`config.mk`:
```
export PLATFORM = sky130hd
export DESIGN_NAME = if_stage_flat
export DESIGN_NICKNAME = d
export VERILOG_FILES = /design/src/rtl/cpu_pkg.sv /design/src/rtl/if_stage_if.sv /design/src/rtl/if_stage_pc_reg.sv /design/src/rtl/if_stage.sv /design/src/flat_wrapper.sv
export SDC_FILE = /design/constraint.sdc
export NUM_CORES = 1
export LEC_CHECK = 0
export ABC_CLOCK_PERIOD_IN_PS = 2800
export BUFFER_PORTS_ARGS = -buffer_cell sky130_fd_sc_hd__buf_4
export CORE_MARGIN = 3
export CORE_UTILIZATION = 51
export CTS_CLUSTER_SIZE = 14
export DETAILED_ROUTE_END_ITERATION = 16
export HOLD_SLACK_MARGIN = 0.1
export PLACE_DENSITY = 0.86
export SLEW_MARGIN = 10
export SYNTH_ARGS = -nofsm -noshare
export SYNTH_HDL_FRONTEND = slang
export SYNTH_SLANG_ARGS = --single-unit
```
`constraint.sdc`:
```
create_clock -name clk_i -period 2.8 [get_ports clk_i]
set_clock_uncertainty 0.2 [all_clocks]
set_input_delay 0.42 -clock clk_i [delete_from_list [all_inputs] [get_ports clk_i]]
set_output_delay 0.42 -clock clk_i [all_outputs]
set_load 0.005 [all_outputs]
```
`src/rtl/cpu_pkg.sv`:
```
// Shared definitions for the Lab3 MIPS front end.
//   NOP_INSTR        : bubble instruction word (sll $0,$0,0)
//   RESET_PC_DEFAULT : default program counter after reset
//   PC_INC           : sequential fetch stride in bytes
//   fetch_state_e    : fetch FSM states
package cpu_pkg;
  localparam logic [31:0] NOP_INSTR        = 32'h0000_0000;
  localparam logic [31:0] RESET_PC_DEFAULT = 32'h0000_0000;
  localparam logic [31:0] PC_INC           = 32'd4;

  typedef enum logic [1:0] {
    BOOT   = 2'd0,
    RUN    = 2'd1,
    HALTED = 2'd2
  } fetch_state_e;
endpackage

```
`src/rtl/if_stage_if.sv`:
```
// Bundle between the fetch stage and its surroundings: pipeline control in,
// instruction-memory port, IF/ID register and status out.
// Signal suffixes are from the fetch stage's point of view.
//   master : the fetch stage
//   slave  : control/memory/decode side (or a bench)
interface if_stage_if #(
  parameter int CNT_W = 16
);
  logic             stall_i;
  logic             redirect_i;
  logic [31:0]      redirect_pc_i;
  logic             flush_i;
  logic             halt_i;
  logic [31:0]      instr_addr_o;
  logic [31:0]      instr_i;
  logic [31:0]      ifid_instr_o;
  logic [31:0]      ifid_pc4_o;
  logic             ifid_valid_o;
  logic             misalign_o;
  logic             oor_o;
  logic [CNT_W-1:0] fetch_cnt_o;

  modport master (
    input  stall_i, redirect_i, redirect_pc_i, flush_i, halt_i, instr_i,
    output instr_addr_o, ifid_instr_o, ifid_pc4_o, ifid_valid_o,
           misalign_o, oor_o, fetch_cnt_o
  );

  modport slave (
    output stall_i, redirect_i, redirect_pc_i, flush_i, halt_i, instr_i,
    input  instr_addr_o, ifid_instr_o, ifid_pc4_o, ifid_valid_o,
           misalign_o, oor_o, fetch_cnt_o
  );
endinterface

```
`src/rtl/if_stage_pc_reg.sv`:
```
// Program counter register with load enable.
//   clk_i  : clock
//   rst_i  : async active-low reset, loads RESET_PC
//   ld_i   : load pc_d_i on the rising edge
//   pc_d_i : next PC
//   pc_q_o : current PC
module pc_reg #(
  parameter logic [31:0] RESET_PC = 32'h0000_0000
) (
  input  logic        clk_i,
  input  logic        rst_i,
  input  logic        ld_i,
  input  logic [31:0] pc_d_i,
  output logic [31:0] pc_q_o
);
  logic [31:0] pc_q;

  always_ff @(posedge clk_i or negedge rst_i) begin
    if (!rst_i)    pc_q <= RESET_PC;
    else if (ld_i) pc_q <= pc_d_i;
  end

  assign pc_q_o = pc_q;
endmodule

```
`src/rtl/if_stage.sv`:
```
// Instruction-fetch stage. Owns the PC, addresses the async instruction
// memory, and registers {instr, PC+4, valid} into IF/ID.
//   clk_i : clock, rising edge
//   rst_i : async active-low reset
//   bus   : if_stage_if.master -- stall/redirect/flush/halt in, memory
//           address out / instruction in, IF/ID + misalign/oor/fetch count out
module if_stage
  import cpu_pkg::*;
#(
  parameter logic [31:0] RESET_PC   = RESET_PC_DEFAULT,
  parameter int          IMEM_WORDS = 32,
  parameter int          CNT_W      = 16
) (
  input  logic          clk_i,
  input  logic          rst_i,
  if_stage_if.master    bus
);
  fetch_state_e     state_q, state_d;
  logic [31:0]      pc_q, pc_d, pc4;
  logic             pc_ld;
  logic [31:0]      ifid_instr_q, ifid_instr_d;
  logic [31:0]      ifid_pc4_q, ifid_pc4_d;
  logic             ifid_valid_q, ifid_valid_d;
  logic             misalign_q, misalign_d;
  logic [CNT_W-1:0] fetch_cnt_q, fetch_cnt_d;
  logic             fetch_en;   // a real instruction enters IF/ID this edge

  pc_reg #(.RESET_PC(RESET_PC)) u_pc (
    .clk_i (clk_i),
    .rst_i (rst_i),
    .ld_i  (pc_ld),
    .pc_d_i(pc_d),
    .pc_q_o(pc_q)
  );

  assign pc4 = pc_q + PC_INC;

  always_comb begin
    state_d      = state_q;
    pc_ld        = 1'b0;
    pc_d         = pc4;
    ifid_instr_d = ifid_instr_q;
    ifid_pc4_d   = ifid_pc4_q;
    ifid_valid_d = ifid_valid_q;
    misalign_d   = misalign_q;
    fetch_en     = 1'b0;
    case (state_q)
      BOOT: begin
        fetch_en = 1'b1;
        state_d  = RUN;
      end
      RUN: begin
        if (bus.halt_i) begin
          ifid_instr_d = NOP_INSTR;
          ifid_valid_d = 1'b0;
          state_d      = HALTED;
        end else if (bus.redirect_i) begin
          // Redirect wins over stall: the word in flight is wrong-path.
          pc_ld        = 1'b1;
          pc_d         = {bus.redirect_pc_i[31:2], 2'b00};
          misalign_d   = misalign_q | (|bus.redirect_pc_i[1:0]);
          ifid_instr_d = NOP_INSTR;
          ifid_valid_d = 1'b0;
        end else if (bus.stall_i) begin
          if (bus.flush_i) begin
            ifid_instr_d = NOP_INSTR;
            ifid_valid_d = 1'b0;
          end
        end else if (bus.flush_i) begin
          // PC still advances; only the fetched word is squashed.
          pc_ld        = 1'b1;
          ifid_instr_d = NOP_INSTR;
          ifid_valid_d = 1'b0;
        end else begin
          fetch_en = 1'b1;
        end
      end
      HALTED: begin
        ifid_instr_d = NOP_INSTR;
        ifid_valid_d = 1'b0;
      end
      default: state_d = BOOT;
    endcase
    if (fetch_en) begin
      pc_ld        = 1'b1;
      ifid_instr_d = bus.instr_i;
      ifid_pc4_d   = pc4;
      ifid_valid_d = 1'b1;
    end
  end

  // Saturating count of real fetches.
  assign fetch_cnt_d = (fetch_en && (fetch_cnt_q != '1)) ? fetch_cnt_q + CNT_W'(1)
                                                         : fetch_cnt_q;

  always_ff @(posedge clk_i or negedge rst_i) begin
    if (!rst_i) begin
      state_q      <= BOOT;
      ifid_instr_q <= NOP_INSTR;
      ifid_pc4_q   <= 32'h0;
      ifid_valid_q <= 1'b0;
      misalign_q   <= 1'b0;
      fetch_cnt_q  <= '0;
    end else begin
      state_q      <= state_d;
      ifid_instr_q <= ifid_instr_d;
      ifid_pc4_q   <= ifid_pc4_d;
      ifid_valid_q <= ifid_valid_d;
      misalign_q   <= misalign_d;
      fetch_cnt_q  <= fetch_cnt_d;
    end
  end

  assign bus.instr_addr_o = pc_q;
  assign bus.ifid_instr_o = ifid_instr_q;
  assign bus.ifid_pc4_o   = ifid_pc4_q;
  assign bus.ifid_valid_o = ifid_valid_q;
  assign bus.misalign_o   = misalign_q;
  assign bus.fetch_cnt_o  = fetch_cnt_q;
  // Word index compared unsigned; fetch is not blocked by this flag.
  assign bus.oor_o        = ({2'b00, pc_q[31:2]} >= 32'(IMEM_WORDS));
endmodule

```
`src/flat_wrapper.sv`:
```
// flat-port wrapper written by rule: the top's interface ports become plain ports
module if_stage_flat import cpu_pkg::*;
#(
  parameter logic [31:0] RESET_PC   = RESET_PC_DEFAULT,
  parameter int          IMEM_WORDS = 32,
  parameter int          CNT_W      = 16
)
  (clk_i, rst_i, bus_stall_i, bus_redirect_i, bus_redirect_pc_i, bus_flush_i, bus_halt_i, bus_instr_i, bus_instr_addr_o, bus_ifid_instr_o, bus_ifid_pc4_o, bus_ifid_valid_o, bus_misalign_o, bus_oor_o, bus_fetch_cnt_o);
  if_stage_if #(.CNT_W(CNT_W)) bus_i ();
  input  logic clk_i;
  input  logic rst_i;
  input wire logic [$bits(bus_i.stall_i)-1:0] bus_stall_i;
  input wire logic [$bits(bus_i.redirect_i)-1:0] bus_redirect_i;
  input wire logic [$bits(bus_i.redirect_pc_i)-1:0] bus_redirect_pc_i;
  input wire logic [$bits(bus_i.flush_i)-1:0] bus_flush_i;
  input wire logic [$bits(bus_i.halt_i)-1:0] bus_halt_i;
  input wire logic [$bits(bus_i.instr_i)-1:0] bus_instr_i;
  output wire logic [$bits(bus_i.instr_addr_o)-1:0] bus_instr_addr_o;
  output wire logic [$bits(bus_i.ifid_instr_o)-1:0] bus_ifid_instr_o;
  output wire logic [$bits(bus_i.ifid_pc4_o)-1:0] bus_ifid_pc4_o;
  output wire logic [$bits(bus_i.ifid_valid_o)-1:0] bus_ifid_valid_o;
  output wire logic [$bits(bus_i.misalign_o)-1:0] bus_misalign_o;
  output wire logic [$bits(bus_i.oor_o)-1:0] bus_oor_o;
  output wire logic [$bits(bus_i.fetch_cnt_o)-1:0] bus_fetch_cnt_o;
  assign bus_i.stall_i = bus_stall_i;
  assign bus_i.redirect_i = bus_redirect_i;
  assign bus_i.redirect_pc_i = bus_redirect_pc_i;
  assign bus_i.flush_i = bus_flush_i;
  assign bus_i.halt_i = bus_halt_i;
  assign bus_i.instr_i = bus_instr_i;
  assign bus_instr_addr_o = bus_i.instr_addr_o;
  assign bus_ifid_instr_o = bus_i.ifid_instr_o;
  assign bus_ifid_pc4_o = bus_i.ifid_pc4_o;
  assign bus_ifid_valid_o = bus_i.ifid_valid_o;
  assign bus_misalign_o = bus_i.misalign_o;
  assign bus_oor_o = bus_i.oor_o;
  assign bus_fetch_cnt_o = bus_i.fetch_cnt_o;
  if_stage #(.RESET_PC(RESET_PC), .IMEM_WORDS(IMEM_WORDS), .CNT_W(CNT_W)) u_core (.clk_i(clk_i), .rst_i(rst_i), .bus(bus_i));
endmodule
```
After elaboration in Yosys (flattened, before gate mapping)
Index checks and enable logic that the tools add are counted.

cells by class
  add/sub/neg operators = 2
  $mul = 0
  div/mod/pow operators = 0
  magnitude comparators = 1
  equal/unequal tests = 5
  shifts and indexed selects = 0
  muxes and demuxes = 26
  bitwise operators = 3
  reductions and logical operators = 7

operators with widths
  kind                                                                                   number
  32-bit two-way mux                                                                     7
  32-bit one-hot mux with 2 select lines                                                 1
  32-bit by 3-bit adder with 32-bit output (second input constant)                       1
  30-bit by 6-bit greater-or-equal comparator with 1-bit output (second input constant)  1
  16-bit by 1-bit adder with 16-bit output (second input constant)                       1
  16-bit != test (second input constant)                                                 1
  1-bit two-way mux                                                                      14
  2-bit one-hot mux with 3 select lines                                                  1
  5-bit by 4-bit != test with 1-bit output (second input constant)                       1
  1-bit one-hot mux with 2 select lines                                                  2
  2-bit AND reduction                                                                    2
  3-bit AND reduction                                                                    1
  3-bit nonzero test                                                                     1
  2-bit by 1-bit equality test with 1-bit output (second input constant)                 1
  2-bit equality test (second input constant)                                            1
  2-bit zero test                                                                        1
  2-bit two-way mux                                                                      1
  2-bit != test (second input constant)                                                  1
  1-bit NOT                                                                              2
  2-bit OR reduction                                                                     1
  1-bit logical AND                                                                      1
  1-bit OR                                                                               1

storage, ports and cells
  register bits = 116
  bits in latches = 0
  memory bits (writable) = 0
  bits in read-only memories = 0
  input port bits = 70
  output and inout port bits = 115
  word-level logic and storage cells = 51
  memories = 0

Longest topological paths before layout
  word-level depth = 7
  depth in mapped cells = 7
  gate-level depth less buffers = 6

Hierarchy
A second synthesis with hierarchy kept.

second synthesis, totals
  cell total of the unflattened synthesis = 522
  area total of the unflattened synthesis = 5,674.2 um^2

by module, submodules not included
  module    instances  cells an instance  area an instance (um^2)  seq. area each (um^2)
  if_stage  1          454                4,329.2                  2,102.0
  pc_reg    1          68                 1,345.0                  800.8

Worst setup path after synthesis
No wires, ideal clock.

  path type = reg2reg
  start point = reg u_core.u_pc.pc_q[3], in the netlist u_core.u_pc.pc_q_o[3]
  end point = reg u_core.u_pc.pc_q[22], in the netlist u_core.u_pc.pc_q_o[22]
  data arrival time = 1.778 ns
  slack = 0.696 ns
  stages on the path, launching flop included = 8
  buffers on the path = 1
  clock period less this slack = 2.104 ns
  cells stage by stage = dfrtp_1 ha_1 nand3_2 nor4_4 buf_6 nand3_2 a21o_1 a221o_1

on the way
  cells in the longest elaborated chain, start to end = 4

RTL lines
  element                                     line                   text
  start: declaration                          if_stage_pc_reg.sv:16  logic [31:0] pc_q;
  start signal: assignment                    if_stage_pc_reg.sv:20  else if (ld_i) pc_q <= pc_d_i;
  32-bit by 3-bit adder with 32-bit output *  if_stage.sv:36         assign pc4 = pc_q + PC_INC;
  32-bit two-way mux                          if_stage.sv:57         end else if (bus.redirect_i) begin
  32-bit two-way mux                          if_stage.sv:53         if (bus.halt_i) begin
  32-bit two-way mux *                        if_stage.sv:47         case (state_q)

Every way passes the cells marked *; elsewhere a longest branch is shown, timed or not.
A chain may end at the register's enable or synchronous reset.

Final worst setup path
  start point = reg u_core.u_pc.pc_q[10], in the netlist u_core.u_pc.pc_q_o[10]
  end point = out bus_oor_o

on the way
  cells in the longest elaborated chain, start to end = 1

RTL lines
  element                                                        line                text
  30-bit by 6-bit greater-or-equal comparator with 1-bit output  if_stage.sv:121     assign bus.oor_o = ({2'b00, pc_q[31:2]} >= 32'(IMEM_WORDS));
  end: declaration                                               flat_wrapper.sv:23  output wire logic [$bits(bus_i.oor_o)-1:0] bus_oor_o;

Every way passes these cells.

==> impl_metrics.tcl <==
set metrics [dict create \
    grt.met3_usage_pct 6.58 \
    num_rows 37 \
    final.period_utilization_pct 94.2 \
    outcome "completed" \
    synth.largest_area_cell "sky130_fd_sc_hd__dfrtp_1" \
    most-common-layout-cells "sky130_fd_sc_hd__buf_4 (191), sky130_fd_sc_hd__dfrtp_1 (112), sky130_fd_sc_hd__a21oi_1 (48)" \
    max-vdd-ir-drop_v 0.000502 \
    slew_violations 0 \
    r2r_setup_slack_ns 0.47 \
    setup.worst_path.start_class "flop" \
    die_height_um 110 \
    path_max_fanout 8 \
    io-pin-count 185 \
    vias 5044 \
    cp_cell_sequence "or4_1, nor4_1, nand4_1, buf_4" \
    drt_first_iter_violations 315 \
    ranking_of_synthesized_cells_by_area "sky130_fd_sc_hd__dfrtp_1 (51%), sky130_fd_sc_hd__a22o_1 (5.1%), sky130_fd_sc_hd__a21oi_1 (4.4%), sky130_fd_sc_hd__xor2_1 (3.5%), sky130_fd_sc_hd__nor2_1 (3.1%)" \
    clk-insertion-delay-late_ns 0.36 \
    grt_overflow_total 0 \
    ys_async_sr_fraction_pct 100 \
    yosysSeqAreaShare_pct 51.0 \
    clock_edge_transition_at_the_registers_on_the_reported_setup_and_hold_paths_ns 0.10 \
    critPathCaptureType "primary output" \
    grt_util_all_layers_pct 26.8 \
    num_antenna_cells 0 \
    cp_top_family "simple AND/OR/NAND/NOR gates" \
    post-synth-top-area-fraction_pct 51.0 \
    drc 0 \
    design.core.area_um2 10400 \
    crit_buf_inv 1 \
    drt.antenna.violating_nets 0 \
    cts-root-to-sink-buffers 2 \
    final_net_count 817 \
    die-width_um 110 \
    busiest_layer "met2" \
    hold_violations 0 \
    detail_route.wirelength_um 16200 \
    synth-seq-cells 112 \
    synth-warning-count 0 \
    route.detailed.wl_per_inst_um 18.3 \
    worst-slew-pin-transition_ns 0.640 \
    maximum_number_of_pins_on_one_net_before_global_route_repair 49 \
    finalSetupViolations 0 \
    synth_edf_count 0 \
    num-fill-cells 718 \
    final_layout_size_suffix_gt1_share_pct 30.3 \
    max-cap-violations 0 \
    gp_congestion 0.897 \
    drt_pre_antenna_iters 4 \
    multi_input_gate_area_um2 2470 \
    cts_setup_buffers 0 \
    critical-path-max-stage-delay_ns 0.53 \
    first_global_vias 4905 \
    worstHoldPathType "input port to flop" \
    start_util_pct 52.7 \
    min_from "bus_redirect_pc_i[0]" \
    clkSinkCount 112 \
    critPathLaunch "u_core.u_pc.pc_q_o[10]" \
    grt_antenna_before_repair 0 \
    area.sequential_um2 2800 \
    setup_repair_after_global_routing_missed_its_margin "false" \
    yosysUniqueCellTypes 57 \
    cp_data_required_time_ns 2.18 \
    ctsRootBufferMaster "sky130_fd_sc_hd__clkbuf_8" \
    max_clock_freq_mhz 379 \
    main_synth_ff_type "sky130_fd_sc_hd__dfrtp_1" \
    area_growth_pct 37.5 \
    period_needed_ns 2.64 \
    per_instance_average_area_after_synthesis_um2 10.3 \
    slew_headroom_pct 57.3 \
    critical-path-slowest-cell "sky130_fd_sc_hd__or4_1" \
    detailed_place_hpwl_um 10800 \
    most_common_cell_after_layout_fill_and_taps_aside "sky130_fd_sc_hd__buf_4" \
    r2r-start "u_core.u_pc.pc_q_o[2]" \
    post_cts.resized_instances 0 \
    postCtsHoldBufs 45 \
    htree_num_levels 3 \
    leakagePower_uw 0.00342 \
    groute.layer.met1.usage_pct 32.9 \
    cts_made_buffers 9 \
    area_of_the_mapped_netlist_um2 5490 \
    crit_type "flop to primary output" \
    clock_tree_from_tritoncts "done" \
    route.detailed.vias_per_inst 5.71 \
    wire_length_of_the_first_global_routing_pass_um 25000 \
    cp_data_arrival_time_ns 2.02 \
    use_met2_pct 46.8 \
    synthCells 535 \
    pwr_density_cell_nw_per_um2 979 \
    port-buffer-count 180 \
    floorplan.die_area_um2 12000 \
    power.total_uw 7390 \
    fin_tns_setup_ns 0 \
]
## sequential cells by signal, summed over array words and instances (netlist names)
register	count
u_core.bus.fetch_cnt_o	16
u_core.bus.ifid_instr_o	32
u_core.bus.ifid_pc4_o	30
u_core.bus.ifid_valid_o	1
u_core.bus.misalign_o	1
u_core.state_q	2
u_core.u_pc.pc_q_o	30
## cell families after synthesis
family / Yosys count / share of synthesized area [%]
compound gates: 148 / 18.6
xor+xnor: 40 / 6.38
fa+ha+maj: 3 / 0.684
buf+inv: 49 / 4.37
flops: 112 / 51.0
mux: 5 / 1.03
other cells: 1 / 0.0683
simple gates: 177 / 17.8
## power by group
part / switching [µW] / internal (µW)
registers: 805 / 2300
logic: 1630 / 1770
clock network: 526 / 366
## Yosys cell counts (all sizes together) (8+ instances only)
cell / number
a21oi: 48
a22o: 32
a22oi: 8
and3: 13
and4: 8
buf: 28
clkbuf: 15
dfrtp: 112
nand2: 34
nand3: 29
nand4: 11
nor2: 46
nor3: 10
nor4: 10
o21ai: 16
xnor2: 18
xor2: 22
## through the flow
step | setup WS, ns | hold slack, ns | instances | util (%) | instance area, µm²
detailed placement | 0.480 | 0.281 | 823 | 66.4 | 6920
CTS | 0.163 | 0.105 | 883 | 72.4 | 7540
global route | 0.0890 | 0.102 | 884 | 72.5 | 7550
floorplan | 0.696 | -0.0756 | 538 | - | 5500
global placement | 0.550 | 0.265 | 823 | 66.4 | 6920
finish | 0.162 | 0.120 | 884 | 72.5 | 7550
## area by class of cell
| type | count | share of cell area [%] |
|---|---|---|
| clock inverters | 3 | 0.232 |
| multi-input cells | 377 | 32.7 |
| clock buffers | 12 | 2.06 |
| flip-flops and latches | 112 | 37.1 |
| repair buffers | 238 | 25.4 |
| inverters | 6 | 0.298 |
| well taps | 136 | 2.25 |
## worst paths after layout
kind / end / cells after the start
setup / recovery: bus_oor_o / 4
hold / removal: u_core.bus.misalign_o / 3
setup reg to reg: u_core.u_pc.pc_q_o[22] / 7
hold reg to reg: u_core.bus.misalign_o / 1
max in group asynchronous: u_core.bus.ifid_instr_o[28] / 3
min in group asynchronous: u_core.bus.ifid_instr_o[2] / 2
## tightest hold or removal path: cells and delay by family
family,cells,cell delay [ns]
buffers and inverters,1,0.08
AO/OA/AOI/OAI,1,0.12
AND/OR/NAND/NOR,1,0.03
## metal layers
metal	part of all wire (%)	wire [µm]	vias to the layer above
li1	-	-	2364
met1	40	6520	2418
met2	49	7900	242
met3	9.3	1500	20
met4	1.6	252	0
met5	0	0	-
No activity file was read; power rests on OpenSTA's default activity.
